**src/rtl/dram_port_arbiter_pkg.sv**
```systemverilog
// Shared types for the DRAM port arbiter:
// FSM state encodings and requester IDs.
package dram_port_arbiter_pkg;

  typedef enum logic [1:0] {
    ST_IDLE   = 2'd0,
    ST_ISSUE  = 2'd1,
    ST_RDWAIT = 2'd2
  } state_e;

  typedef enum logic {
    ID_IO  = 1'b0,
    ID_CPU = 1'b1
  } req_id_e;

endpackage

```
**src/rtl/dram_port_arbiter_rr_arb2.sv**
```systemverilog
// Two-way round-robin pick between IO and CPU,
// with an IO-exclusive mode for the loader/dumper phase.
import dram_port_arbiter_pkg::*;

module rr_arb2 (
  input  logic    io_req,
  input  logic    cpu_req,
  input  logic    io_only,
  input  req_id_e last_grant,
  output logic    gnt_io,
  output logic    gnt_cpu,
  output logic    any
);

  logic cpu_ok;

  assign cpu_ok  = cpu_req & ~io_only;
  assign gnt_io  = io_req &
                   (~cpu_ok | (last_grant == ID_CPU));
  assign gnt_cpu = cpu_ok &
                   (~io_req | (last_grant == ID_IO));
  assign any     = gnt_io | gnt_cpu;

endmodule

```
**src/rtl/dram_port_arbiter.sv**
```systemverilog
// Shares one DRAM port between IO and CPU, one access
// outstanding at a time, all outputs registered.
import dram_port_arbiter_pkg::*;

module dram_port_arbiter #(
  parameter int ADDR_W = 16,
  parameter int DATA_W = 8,
  parameter int RD_LAT = 1
) (
  input  logic              clk,
  input  logic              reset,
  input  logic              io_only,
  input  logic              io_req,
  input  logic              io_we,
  input  logic [ADDR_W-1:0] io_addr,
  input  logic [DATA_W-1:0] io_wdata,
  output logic              io_gnt,
  output logic              io_rvalid,
  input  logic              cpu_req,
  input  logic              cpu_we,
  input  logic [ADDR_W-1:0] cpu_addr,
  input  logic [DATA_W-1:0] cpu_wdata,
  output logic              cpu_gnt,
  output logic              cpu_rvalid,
  output logic [ADDR_W-1:0] ram_addr,
  output logic [DATA_W-1:0] ram_wdata,
  output logic              ram_write,
  output logic              ram_read,
  input  logic [DATA_W-1:0] ram_rdata,
  output logic [DATA_W-1:0] rdata
);

  localparam int LAT_W = $clog2(RD_LAT + 1);

  state_e     state;
  req_id_e    last_grant;
  req_id_e    owner;
  logic [LAT_W-1:0] lat_cnt;

  logic gnt_io;
  logic gnt_cpu;
  logic any;

  logic              sel_we;
  logic [ADDR_W-1:0] sel_addr;
  logic [DATA_W-1:0] sel_wdata;

  rr_arb2 u_arb (
    .io_req     (io_req),
    .cpu_req    (cpu_req),
    .io_only    (io_only),
    .last_grant (last_grant),
    .gnt_io     (gnt_io),
    .gnt_cpu    (gnt_cpu),
    .any        (any)
  );

  assign sel_we    = gnt_io ? io_we    : cpu_we;
  assign sel_addr  = gnt_io ? io_addr  : cpu_addr;
  assign sel_wdata = gnt_io ? io_wdata : cpu_wdata;

  always_ff @(posedge clk or posedge reset) begin
    if (reset) begin
      state      <= ST_IDLE;
      last_grant <= ID_CPU;
      owner      <= ID_IO;
      lat_cnt    <= '0;
      ram_addr   <= '0;
      ram_wdata  <= '0;
      ram_write  <= 1'b0;
      ram_read   <= 1'b0;
      io_gnt     <= 1'b0;
      cpu_gnt    <= 1'b0;
      io_rvalid  <= 1'b0;
      cpu_rvalid <= 1'b0;
      rdata      <= '0;
    end else begin
      io_gnt     <= 1'b0;
      cpu_gnt    <= 1'b0;
      ram_write  <= 1'b0;
      ram_read   <= 1'b0;
      io_rvalid  <= 1'b0;
      cpu_rvalid <= 1'b0;
      unique case (state)
        ST_IDLE: begin
          if (any) begin
            owner      <= gnt_io ? ID_IO : ID_CPU;
            last_grant <= gnt_io ? ID_IO : ID_CPU;
            ram_addr   <= sel_addr;
            ram_wdata  <= sel_wdata;
            ram_write  <= sel_we;
            ram_read   <= ~sel_we;
            io_gnt     <= gnt_io;
            cpu_gnt    <= gnt_cpu;
            state      <= ST_ISSUE;
          end
        end
        ST_ISSUE: begin
          // ram_read is still high here for a read access
          if (ram_read) begin
            lat_cnt <= LAT_W'(RD_LAT - 1);
            state   <= ST_RDWAIT;
          end else begin
            state   <= ST_IDLE;
          end
        end
        ST_RDWAIT: begin
          if (lat_cnt == '0) begin
            rdata      <= ram_rdata;
            io_rvalid  <= (owner == ID_IO);
            cpu_rvalid <= (owner == ID_CPU);
            state      <= ST_IDLE;
          end else begin
            lat_cnt <= lat_cnt - LAT_W'(1);
          end
        end
        default: state <= ST_IDLE;
      endcase
    end
  end

endmodule

```
**config.mk**
```make
export PLATFORM = sky130hd
export DESIGN_NAME = dram_port_arbiter
export DESIGN_NICKNAME = d
export VERILOG_FILES = /design/src/rtl/dram_port_arbiter_pkg.sv /design/src/rtl/dram_port_arbiter_rr_arb2.sv /design/src/rtl/dram_port_arbiter.sv
export SDC_FILE = /design/constraint.sdc
export NUM_CORES = 1
export LEC_CHECK = 0
export BUFFER_PORTS_ARGS = -buffer_cell sky130_fd_sc_hd__buf_4
export CAP_MARGIN = 20
export CORE_ASPECT_RATIO = 1.25
export CORE_UTILIZATION = 30
export DETAILED_ROUTE_END_ITERATION = 8
export GPL_ROUTABILITY_DRIVEN = 0
export PLACE_DENSITY = 0.59
export SYNTH_ARGS = -nofsm -noshare
export SYNTH_HDL_FRONTEND = slang
export SYNTH_SLANG_ARGS = --single-unit
```
**constraint.sdc**
```tcl
create_clock -name clk -period 2.5 [get_ports clk]
set_clock_uncertainty 0.15 [all_clocks]
set_input_delay 0.5 -clock clk [delete_from_list [all_inputs] [get_ports clk]]
set_output_delay 0.5 -clock clk [all_outputs]
set_load 0.01 [all_outputs]
```
Yosys cells after proc, flatten, opt, wreduce, memory -nomap -nowiden:

Cells that the tools add are included.

* bitwise operators: 13
* add/sub/neg operators: 1
* reduce and logical (&&, ||, !) cells: 6
* eq/ne operators: 5
* muxes and demuxes: 23

Operators by type and width (count)
* $mux 1: 16
* $mux 16: 1
* $mux 8: 1
* $reduce_and 2->1: 4
* $not 1->1: 7
* $mux 2: 3
* $ne 2x2->1 const B: 3
* $pmux 2 s3: 1
* $and 1x1->1: 3
* $or 1x1->1: 3
* $eq 2x1->1 const B: 1
* $eq 2x2->1 const B: 1
* $logic_not 2->1: 1
* $pmux 1 s2: 1
* $reduce_bool 2->1: 1
* $sub 1x1->1 const B: 1

* register bits after elaboration: 43
* output and inout port bits: 38
* logic and storage cells: 61
* bits of input ports: 63

Longest topological paths before layout:

Gate-level depths: netlist (run 1).

* word-level depth: 9
* gate-level depth with buffers: 6
* gate-level depth less buffers: 4

Cells and area by module:

From an unflattened synthesis (run 1), not the netlist that was laid out.

* cells, all modules: 125
* area, all modules: 2034.5 um2

Modules (own cells, without submodules)
* dram_port_arbiter: cells each 121, instances 1, area an instance 2001.9 um2, sequential area each 1052.3 um2
* rr_arb2: cells each 4, instances 1, area an instance 32.5 um2, sequential area each 0.0 um2

Worst setup path after synthesis (run 1):

Ideal clock, no wire load.

* path kind: input -> register
* start: in io_only
* end: reg ram_addr[0]
* required time: 2.223 ns
* setup slack: 0.781 ns
* setup time: 0.127 ns
* stages on the path: 5
* arrival: 1.442 ns
* path buffers: 2
* cells stage by stage: or3b_1 > buf_2 > buf_6 > a221oi_2 > a2bb2oi_2

* cells in the longest elaborated chain, start to end: 7
* elaborated cells on any way between the ends: 9
* classes of those cells: mux: 1; bitwise: 7; reduce/logical: 1

Ends and longest elaborated chain
* from (decl): RTL line dram_port_arbiter.sv:12 `input logic io_only,`
* $not 1->1 (*): RTL line dram_port_arbiter_rr_arb2.sv:17 `assign cpu_ok = cpu_req & ~io_only;`
* $and 1x1->1 (*): RTL line dram_port_arbiter_rr_arb2.sv:17
* $not 1->1: RTL line dram_port_arbiter_rr_arb2.sv:19 `(~cpu_ok | (last_grant == ID_CPU));`
* $or 1x1->1: RTL line dram_port_arbiter_rr_arb2.sv:19
* $and 1x1->1: RTL line dram_port_arbiter_rr_arb2.sv:18 `assign gnt_io = io_req &`
* $or 1x1->1: RTL line dram_port_arbiter_rr_arb2.sv:22 `assign any = gnt_io | gnt_cpu;`
* $reduce_and 2->1 (no line)
* to (signal assigned): RTL line dram_port_arbiter.sv:89 `ram_addr <= sel_addr;`
* to (decl): RTL line dram_port_arbiter.sv:25 `output logic [ADDR_W-1:0] ram_addr,`

Every way passes the cells marked *; elsewhere a longest branch is shown, timed or not.
A chain may end at the register's enable or synchronous reset.

Worst setup path in the final report (run 1):

* start: in io_req
* end: reg ram_read

* cells in the longest elaborated chain, start to end: 6
* elaborated cells on any way between the ends: 9
* classes of those cells: mux: 3; bitwise: 6

Ends and longest elaborated chain
* from (decl): RTL line dram_port_arbiter.sv:13 `input logic io_req,`
* $not 1->1: RTL line dram_port_arbiter_rr_arb2.sv:21 `(~io_req | (last_grant == ID_IO));`
* $or 1x1->1: RTL line dram_port_arbiter_rr_arb2.sv:21
* $and 1x1->1: RTL line dram_port_arbiter_rr_arb2.sv:20 `assign gnt_cpu = cpu_ok &`
* $or 1x1->1: RTL line dram_port_arbiter_rr_arb2.sv:22
* $mux 1 (*): RTL line dram_port_arbiter.sv:86 `if (any) begin`
* $mux 1 (*): RTL line dram_port_arbiter.sv:84 `unique case (state)`
* to (signal assigned): RTL line dram_port_arbiter.sv:92 `ram_read <= ~sel_we;`
* to (decl): RTL line dram_port_arbiter.sv:28 `output logic ram_read,`

Marks and branches as above.

==> results of run 1 <==
registers in the layout (all words and copies together), names as in the netlist:
register,cells
ram_read,1
io_rvalid,1
ram_wdata,8
last_grant,1
state,2
ram_addr,16
ram_write,1
cpu_rvalid,1
io_gnt,1
rdata,8
cpu_gnt,1
owner,1
tightest hold or removal path, stage by stage:
cell and delay (ns):
buf_4 0.11, inv_2 0.03, buf_4 0.46
final cells by class:
class                           instances  area [sq um]  area share [%]
Clock buffer                            6          82.6            2.56
Clock inverter                          2          12.5           0.387
Sequential cell                        42          1050            32.6
Inverter                                4          16.3           0.503
Tap cell                               92           115            3.56
Timing Repair Buffer                  108           811            25.1
Multi-Input combinational cell        121          1140            35.3
where the power goes:
part | total, mW | internal [mW] | switching, mW
Combinational | 1.02 | 0.597 | 0.424
Clock | 0.458 | 0.222 | 0.236
Sequential | 1.01 | 0.883 | 0.127
cell families after synthesis:
| logic type | after synthesis | share of synthesized area, % |
|---|---|---|
| AOI/OAI and AO/OA | 78 | 35.4 |
| DFF | 42 | 45.2 |
| and+or+nand+nor | 35 | 9.56 |
| buffers and inverters | 25 | 5.96 |
| muxes | 8 | 3.87 |
metal layers:
metal	track usage, %	share of wire [%]
met1	18.7	42
met2	27.2	53
met3	2.35	3.8
met4	4.95	1.4
met5	0	0
through the flow:
stage | hold WS (ns) | area (sq um)
floorplan | 0.276 | 2330
global route | 0.223 | 3230
detailed placement | 0.321 | 3140
CTS | 0.201 | 3230
finish | 0.194 | 3230
global placement | 0.311 | 3140
cells in the final DEF (no fill, tap or decap), types with 4 or more instances in the layout:
cell and instances:
buf_4 108, a221oi_1 4, clkbuf_8 6, mux2_2 8
and2_1 24, a221oi_2 20, a2bb2oi_1 6, a2bb2oi_2 18
o21ai_0 24, dfrtp_1 41
worst max-delay path by stage:
stage / endpoint / slack [ns] / depth (start not counted)
floorplan: ram_addr[0]$_DFFE_PP0P_ / 0.78 / 5
global placement: ram_read$_DFF_PP0_ / 0.57 / 5
detailed placement: ram_read$_DFF_PP0_ / 0.52 / 5
CTS: ram_read$_DFF_PP0_ / 0.80 / 4
global route: ram_read$_DFF_PP0_ / 0.70 / 5
finish: ram_read$_DFF_PP0_ / 0.82 / 5
==> qor.yml, run 1 <==
ctsHtreeMaxLevel: 2
post-route-util_pct: 43.4
synth_nets: 251
postCtsSetupRepairBufs: 0
setup.worst_path.start_class: "input pin"
synth_most_common_cell: "dfrtp_1"
synth_edf_count: 0
rr_worst_depth: 4
max_slew_margin_pct: 62.4
cts-root-buf: "clkbuf_8"
maxCapViolations: 0
grt_use_total_pct: 15.4
die_x_um: 80.8
hold_viol: 0
worstSetupPathType: "input pin to flip-flop"
num_rows: 35
worstMarginPinSlew_ns: 0.564
die_y_um: 101
clock-sinks: 42
crit_buf_inv: 3
ir_drop_mv: 0.298
fin_nets: 345
grt_overflow: 0
syn_to_final_growth_pct: 38.7
antenna_found_initial: 0
ys_warn_count: 0
crit_start: "io_req"
tns_ns: 0
hold_buffers: 0
cp.arrival_ns: 1.71
worst_ep_required_time_ns: 2.54
async_flop_share_pct: 100
path_delay_family: "buffers and inverters"
fillCellCount: 746
crit_path_end_kind: "flip-flop"
io_pins: 101
post-route-period-util_pct: 67.0
grt_max_degree: 51
numCtsBuffers: 5
cp_slowest_cell: "buf_4"
yosysTopAreaCellShare_pct: 44.0
fin_crit_ns: 1.68
path_cells: "buf_4 -> inv_2 -> buf_4 -> o21ai_0 -> and3_1"
routed_wl_mm: 6.10
drtPass1Iterations: 4
status: "completed"
ys.flop_type: "dfrtp_1"
syn_area_per_cell_sq_um: 12.4
cts_tree: "done"
grt_pass1_wl_mm: 9.59
yosys.area.top_type: "dfrtp_1"
setup_ws_ns: 0.825
vias_per_cell: 4.95
powerDensity_mw_per_mm2: 771
synth_cells: 188
port_buffers: 100
rrSetupSlack_ns: 0.84
synth_cell_type_count: 30
clockBufferDepth: 2
wl_per_cell_um: 16.3
hpwlAfterDp_mm: 4.21
totalPowerFinal_mw: 2.49
drive_gt1_share_pct: 59.7
path_clk_slew_ns: 0.08
synthTopCellsByCount: "dfrtp_1 (41), and2_1 (24), o21ai_0 (24), a221oi_2 (20), a2bb2oi_2 (18)"
max_freq_mhz: 597
ys_seq_area_share_pct: 45.2
cpPeakStageDelay_ns: 0.48
pre_cts_ws_ns: 0.521
final_cell_count_no_fill: 375
path_max_fanout: 50
crit_path_frequent_cell: "buf_4"
initial_core_util_pct: 31.3
r2r_start: "state[1]$_DFFE_PP0P_"
num_vias: 1857
synth_area_leaders: "dfrtp_1 (44%), a221oi_2 (13%), a2bb2oi_2 (12%)"
antenna_cells: 0
post-route-drc-count: 0
fp.coreArea_sq_mm: 0.00744
slew_violations: 0
rsz0062_at_grt: "no"
dp_cells: 367
hold_path_class: "input pin to asynchronous set/reset pin"
clk_latency_ns: 0.29
reg2reg_to: "ram_read$_DFF_PP0_"
cts_resized: 0
syn_area_sq_mm: 0.00233
grt_pass1_vias: 1980
antenna_left: 0
setup_viol: 0
p_leak_nw: 1.42
die-area_sq_mm: 0.00812
drt_iter0_drc: 54
ys_ff_latch: 42
No activity file was read; power rests on OpenSTA's default activity.
==> run 2: changes to the inputs <==
ABC_AREA = 1   (was default)
PLACE_DENSITY = 0.6   (was 0.59)
clock period = 1.75 ns   (was 2.5 ns; I/O delays follow)
==> run 2 against run 1 <==
Worst setup slack lost 0.51 ns; hold slack got worse by 0.053 ns; utilization is 1.3 points higher; sequential power grew 47%; register-to-register slack worse by 0.52 ns; critical endpoint is now ram_addr[3]$_DFFE_PP0P_.
==> qor.yml, run 2 <==
status: "completed"
fillCellCount: 732  # -1.9%
worst_hold_startpoint: "ram_rdata[0]"
hpwlAfterDp_mm: 3.97  # -5.8%
drtPass1Iterations: 4  # unchanged
largest_reg_flops: 16  # unchanged
setup.worst_path.start_class: "flip-flop"
initial_core_util_pct: 30.8  # -0.47 points
worst_hold_slack_ns: 0.141  # -0.0527 ns
powerDensity_mw_per_mm2: 1150  # +49%
hold_depth: 2
hold_viol: 0  # unchanged
synth_cells: 268  # +43%
die_y_um: 96.4  # -4.1%
cp.arrival_ns: 1.46  # -0.25 ns
fp.coreArea_sq_mm: 0.00693  # -6.9%
die_x_um: 77.5  # -4.1%
p_leak_nw: 1.80  # +27%
ys_seq_area_share_pct: 49.2  # +4.1 points
totalPowerFinal_mw: 3.56  # +43%
drive_gt1_share_pct: 35.3  # -24 points
yosys.area.top_type: "dfrtp_1"
crit_start: "last_grant$_DFFE_PP1P_"
synth_top_family_by_area: "simple AND/OR/NAND/NOR gates"
clock-sinks: 42  # unchanged
cpPeakStageDelay_ns: 0.54  # +0.06 ns
max_slew_margin_pct: 70.4  # +8.0 points
placed_cell_area_sq_mm: 0.00299  # -4.8%
final_common_cell: "buf_4"
swShare_pct: 31.9  # +0.23 points
vias_per_cell: 4.37  # -12%
antenna_found_initial: 0  # unchanged
syn_to_final_growth_pct: 45.1
grt_pass1_wl_mm: 8.50  # -11%
grt_use_total_pct: 14.8  # -0.56 points
pwr-share-seq_pct: 41.5  # +0.9 points
syn_area_sq_mm: 0.00214  # -8.3%
antenna_left: 0  # unchanged
setup_viol: 0  # unchanged
final_area_sq_mm: 0.00310  # -4.0%
crit_path_end_kind: "flip-flop"
worstMarginPinSlew_ns: 0.443  # -0.121 ns
hold_buffers: 1  # +1
synth_cell_type_count: 19  # -37%
worstSetupPathType: "flip-flop to flip-flop"
syn_area_per_cell_sq_um: 7.97  # -36%
hold_path_class: "input pin to flip-flop"
reg2reg_to: "ram_addr[3]$_DFFE_PP0P_"
crit_path_frequent_cell: "nand3_1"
cts-root-buf: "clkbuf_8"
regMostFlops: "ram_addr"
post-route-util_pct: 44.7  # +1.3 points
synthAdderAreaFrac_pct: 0  # unchanged
ys_ff_latch: 42  # unchanged
whs_endpoint: "rdata[0]$_DFFE_PP0N_"
cts_tree: "done"
io_pins: 101  # unchanged
numCtsBuffers: 5  # unchanged
intPower_mw: 2.43  # +42%
p_clk_share_pct: 20.6  # +2.2 points
top_regs: "ram_addr (16), ram_wdata (8), rdata (8)"
path_cells: "inv_1 -> nand3_1 -> buf_4 -> nand3_1 -> nand3_1 -> nand2_1"
async_flop_share_pct: 100  # unchanged
multi_input_area_sq_um: 758  # -34%
fin_crit_ns: 1.43
grt_max_degree: 27  # -47%
synth_most_common_cell: "nand3_1"
synth_compound_area_share_pct: 0.468  # -35 points
rsz0062_at_grt: "no"
tns_ns: 0  # unchanged
post-route-drc-count: 0  # unchanged
clk_latency_ns: 0.29  # about the same
slew_violations: 0  # unchanged
synth_xor_area_share_pct: 0  # unchanged
clockBufferDepth: 2  # unchanged
max_freq_mhz: 697
p_sw_mw: 1.13  # +44%
num_vias: 2016  # +8.6%
synthTopCellsByCount: "nand3_1 (72), nand2_1 (61), inv_1 (56), dfrtp_1 (41), mux2_2 (8)"
crit_buf_inv: 2  # -1
maxCapViolations: 0  # unchanged
post-route-period-util_pct: 82.0
worst_ep_required_time_ns: 1.78  # -0.76 ns
path_clk_slew_ns: 0.08  # about the same
fin_nets: 433  # +26%
synth_area_leaders: "dfrtp_1 (48%), nand3_1 (17%), nand2_1 (11%)"
antenna_cells: 0  # unchanged
final_cell_mix: "buf_4 (105), nand3_1 (72), nand2_1 (61)"
postCtsSetupRepairBufs: 0  # unchanged
synthMuxAreaShare_pct: 4.22  # +0.35 points
cts_resized: 0  # unchanged
yosysTopAreaCellShare_pct: 48.0  # +4.0 points
path_max_fanout: 14  # -72%
synth_nets: 331  # +32%
ys_warn_count: 0  # unchanged
port_buffers: 100  # unchanged
r2r_start: "last_grant$_DFFE_PP1P_"
rrSetupSlack_ns: 0.32  # -0.52 ns
yosys.area_share.simple_pct: 30.8  # +21 points
die-area_sq_mm: 0.00747  # -8.1%
synth_edf_count: 0  # unchanged
grt_overflow: 0  # unchanged
num_rows: 34  # -2.9%
ff_latch_area_sq_mm: 0.00105  # unchanged
drt_iter0_drc: 69  # +28%
routed_wl_mm: 5.31  # -13%
rr_worst_depth: 6  # +2
path_delay_family: "flip-flops"
wl_per_cell_um: 11.5  # -29%
ys.flop_type: "dfrtp_1"
grt_pass1_vias: 1828  # -7.7%
cp_slowest_cell: "dfstp_2"
ir_drop_mv: 0.441  # +48%
pwr-share-comb_pct: 37.9  # -3.1 points
ctsHtreeMaxLevel: 2  # unchanged
==> run 2: area by class of cell <==
cell class              count  area share [%]
well taps                  90            3.63
flip-flops and latches     42            33.9
multi-input cells         155            24.4
repair buffers            109            27.7
inverters                  57            6.90
clock inverters             1           0.968
clock buffers               7            2.46
==> run 2: worst reg2reg max path, stage by stage, from the launching register on <==
cell	delay (ns)
dfstp_2	0.54
inv_1	0.05
nand3_1	0.12
buf_4	0.22
nand3_1	0.10
nand3_1	0.10
nand2_1	0.05
==> run 2: logic make-up after synthesis <==
family          after synthesis
simple gates                145
buf+inv                      71
mux                           8
compound gates                2
flops                        42
==> run 2: worst max-delay path by stage <==
stage                                           to  cells past startpoint
after floorplan                  cpu_gnt$_DFF_PP0_                      1
after global placement           owner$_DFFE_PP0P_                      5
after detailed placement   ram_addr[3]$_DFFE_PP0P_                      6
after CTS                  ram_addr[3]$_DFFE_PP0P_                      6
after global routing      ram_wdata[7]$_DFFE_PP0P_                      6
final                      ram_addr[3]$_DFFE_PP0P_                      6
==> run 2: metal layers <==
metal / vias up / wire length (um) / track usage [%]
li1: 1026 / - / -
met1: 920 / 2320 / 17.3
met2: 65 / 2630 / 26.6
met3: 5 / 308 / 4.08
met4: 0 / 48 / 3.77
met5: - / 0 / 0
==> run 2: per-stage QoR <==
| step | setup WS (ns) | std cells |
|---|---|---|
| detailed placement | 0.296 | 452 |
| finish | 0.316 | 461 |
| floorplan | 0.277 | 268 |
| global placement | 0.314 | 452 |
| CTS | 0.303 | 461 |
| global route | 0.187 | 461 |
==> run 2: power groups by stage <==
stage | registers (mW) | clock network, mW | logic (mW)
after floorplan | 1.60 | 0 | 0.553
after global placement | 1.49 | 0 | 1.34
after detailed placement | 1.49 | 0 | 1.37
after CTS | 1.48 | 0.755 | 1.37
after global routing | 1.51 | 0.809 | 1.49
final | 1.48 | 0.735 | 1.35
==> run 3: changes to the inputs <==
clock period = 1.46 ns   (was 1.75 ns; I/O delays follow)
==> run 3 against run 2 <==
Hold slack got worse by 0.060 ns; utilization up 1.1 points; largest cell class unchanged; worst setup slack worse by 0.21 ns; critical endpoint is now ram_addr[9]$_DFFE_PP0P_.
==> qor.yml, run 3 (synthesis results as in run 2) <==
cts_tree: "done"
antenna_left: 0  # unchanged
fin_crit_ns: 1.36  # -0.0755 ns
setup_ws_ns: 0.101  # -0.215 ns
hold_viol: 0  # unchanged
final_area_sq_mm: 0.00318  # +2.5%
cp.arrival_ns: 1.40  # -0.06 ns
ir_drop_mv: 0.611  # +39%
grt_overflow: 0  # unchanged
max_slew_margin_pct: 81.5  # +11 points
status: "completed"
largest_reg_flops: 16  # unchanged
maxCapViolations: 0  # unchanged
clk_latency_ns: 0.29  # about the same
worstMarginPinSlew_ns: 0.278  # -0.165 ns
path_clk_slew_ns: 0.09  # about the same
slew_violations: 0  # unchanged
ctsHtreeMaxLevel: 2  # unchanged
max_freq_mhz: 736  # +5.6%
powerDensity_mw_per_mm2: 1420  # +23%
num_rows: 34  # unchanged
die-area_sq_mm: 0.00747  # unchanged
hpwlAfterDp_mm: 4.16  # +4.7%
worst_ep_required_time_ns: 1.50  # -0.28 ns
tns_ns: 0  # unchanged
worst_hold_startpoint: "ram_rdata[6]"
wl_per_cell_um: 12.0  # +4.4%
p_leak_nw: 1.84  # +2.2%
pre_cts_ws_ns: 0.0544  # -0.242 ns
syn_to_final_growth_pct: 48.8
top_regs: "ram_addr (16), ram_wdata (8), rdata (8)"
hold_path_class: "input pin to flip-flop"
worstSetupPathType: "flip-flop to flip-flop"
drive_gt1_share_pct: 37.0  # +1.7 points
final_common_cell: "buf_4"
rsz0062_at_grt: "yes"
setup_viol: 0  # unchanged
grt_pass1_vias: 1867  # +2.1%
routed_wl_mm: 5.61  # +5.5%
clockBufferDepth: 2  # unchanged
placed_cell_area_sq_mm: 0.00300  # +0.59%
grt_max_degree: 27  # unchanged
fin_nets: 438  # +1.2%
numCtsBuffers: 5  # unchanged
grt_use_total_pct: 15.2  # +0.44 points
r2r_start: "last_grant$_DFFE_PP1P_"
post-route-period-util_pct: 93.1  # +11 points
post-route-drc-count: 0  # unchanged
die_x_um: 77.5  # unchanged
num_vias: 2031  # +0.74%
fp.coreArea_sq_mm: 0.00693  # unchanged
final_cell_mix: "buf_4 (108), nand3_1 (71), nand2_1 (61)"
cts-root-buf: "clkbuf_8"
path_max_fanout: 7  # -7
worst_hold_slack_ns: 0.0810  # -0.0599 ns
crit_start: "last_grant$_DFFE_PP1P_"
die_y_um: 96.4  # unchanged
dp_cells: 456  # +0.88%
antenna_found_initial: 0  # unchanged
final_cell_count_no_fill: 466  # +1.1%
vias_per_cell: 4.36  # -0.34%
grt_pass1_wl_mm: 8.89  # +4.6%
regMostFlops: "ram_addr"
drt_iter0_drc: 76  # +10%
antenna_cells: 0  # unchanged
initial_core_util_pct: 30.8  # unchanged
port_buffers: 100  # unchanged
crit_path_end_kind: "flip-flop"
postCtsSetupRepairBufs: 0  # unchanged
clock-sinks: 42  # unchanged
io_pins: 101  # unchanged
setup.worst_path.start_class: "flip-flop"
drtPass1Iterations: 4  # unchanged
run 3: cell count changes in the layout (fill, tap and decap cells not counted), sizes merged:
cell	before	now
clkinv	0	1
buf	108	113
bufinv	1	2
clkbuf	7	5
run 3: worst max-delay path: stages (launching register included):
cell	delay, ns
dfstp_2	0.54
inv_1	0.05
nand3_2	0.12
buf_4	0.18
nand3_1	0.10
nand3_2	0.08
nand2_1	0.04
run 3: through the flow:
step	util [%]	power (mW)
detailed placement	43.3	3.42
global route	45.9	4.80
global placement	43.3	3.39
finish	45.9	4.50
floorplan	-	2.58
CTS	45.4	4.55
run 3: final timing paths:
| kind | endpoint | slack (ns) | cells after the start |
|---|---|---|---|
| worst max-delay path | ram_addr[9]$_DFFE_PP0P_ | 0.10 | 6 |
| worst min-delay path | rdata[6]$_DFFE_PP0N_ | 0.08 | 2 |
| worst max register to register | ram_addr[9]$_DFFE_PP0P_ | 0.10 | 6 |
| worst min register to register | io_rvalid$_DFF_PP0_ | 0.29 | 1 |
| max in group asynchronous | ram_addr[6]$_DFFE_PP0P_ | 0.43 | 4 |
| min in group asynchronous | ram_wdata[6]$_DFFE_PP0P_ | 0.33 | 3 |
run 3: where the power goes:
group / internal [mW] / leakage, nW / switching [mW]
Clock: 0.685 / 0.0683 / 0.415
Sequential: 1.54 / 0.509 / 0.215
Combinational: 0.867 / 1.26 / 0.778
Total: 3.10 / 1.84 / 1.41
run 3: final cells by class:
cell class                 count  area (sq um)
sequential                    42          1050
multi-input combinational    155           763
inverter                      57           216
tap                           90           113
timing repair buffer         114           898
clock inverter                 3          68.8
fill                         716          3750
clock buffer                   5          68.8
run 3: layer usage:
metal	routed length, um	part of all wire, %	up-vias	GRT usage (%)
met5	0	0	-	0
met4	44	0.78	0	3.46
met3	344	6.1	5	3.22
met2	2690	48	81	27.1
met1	2530	45	906	18.9
li1	-	-	1039	-
run 3: timing repair:
action,in CTS,in global routing
setup endpoints to repair,0,27
hold buffers,1,0
gates resized for setup,0,9
endpoints found under the hold margin,7,0
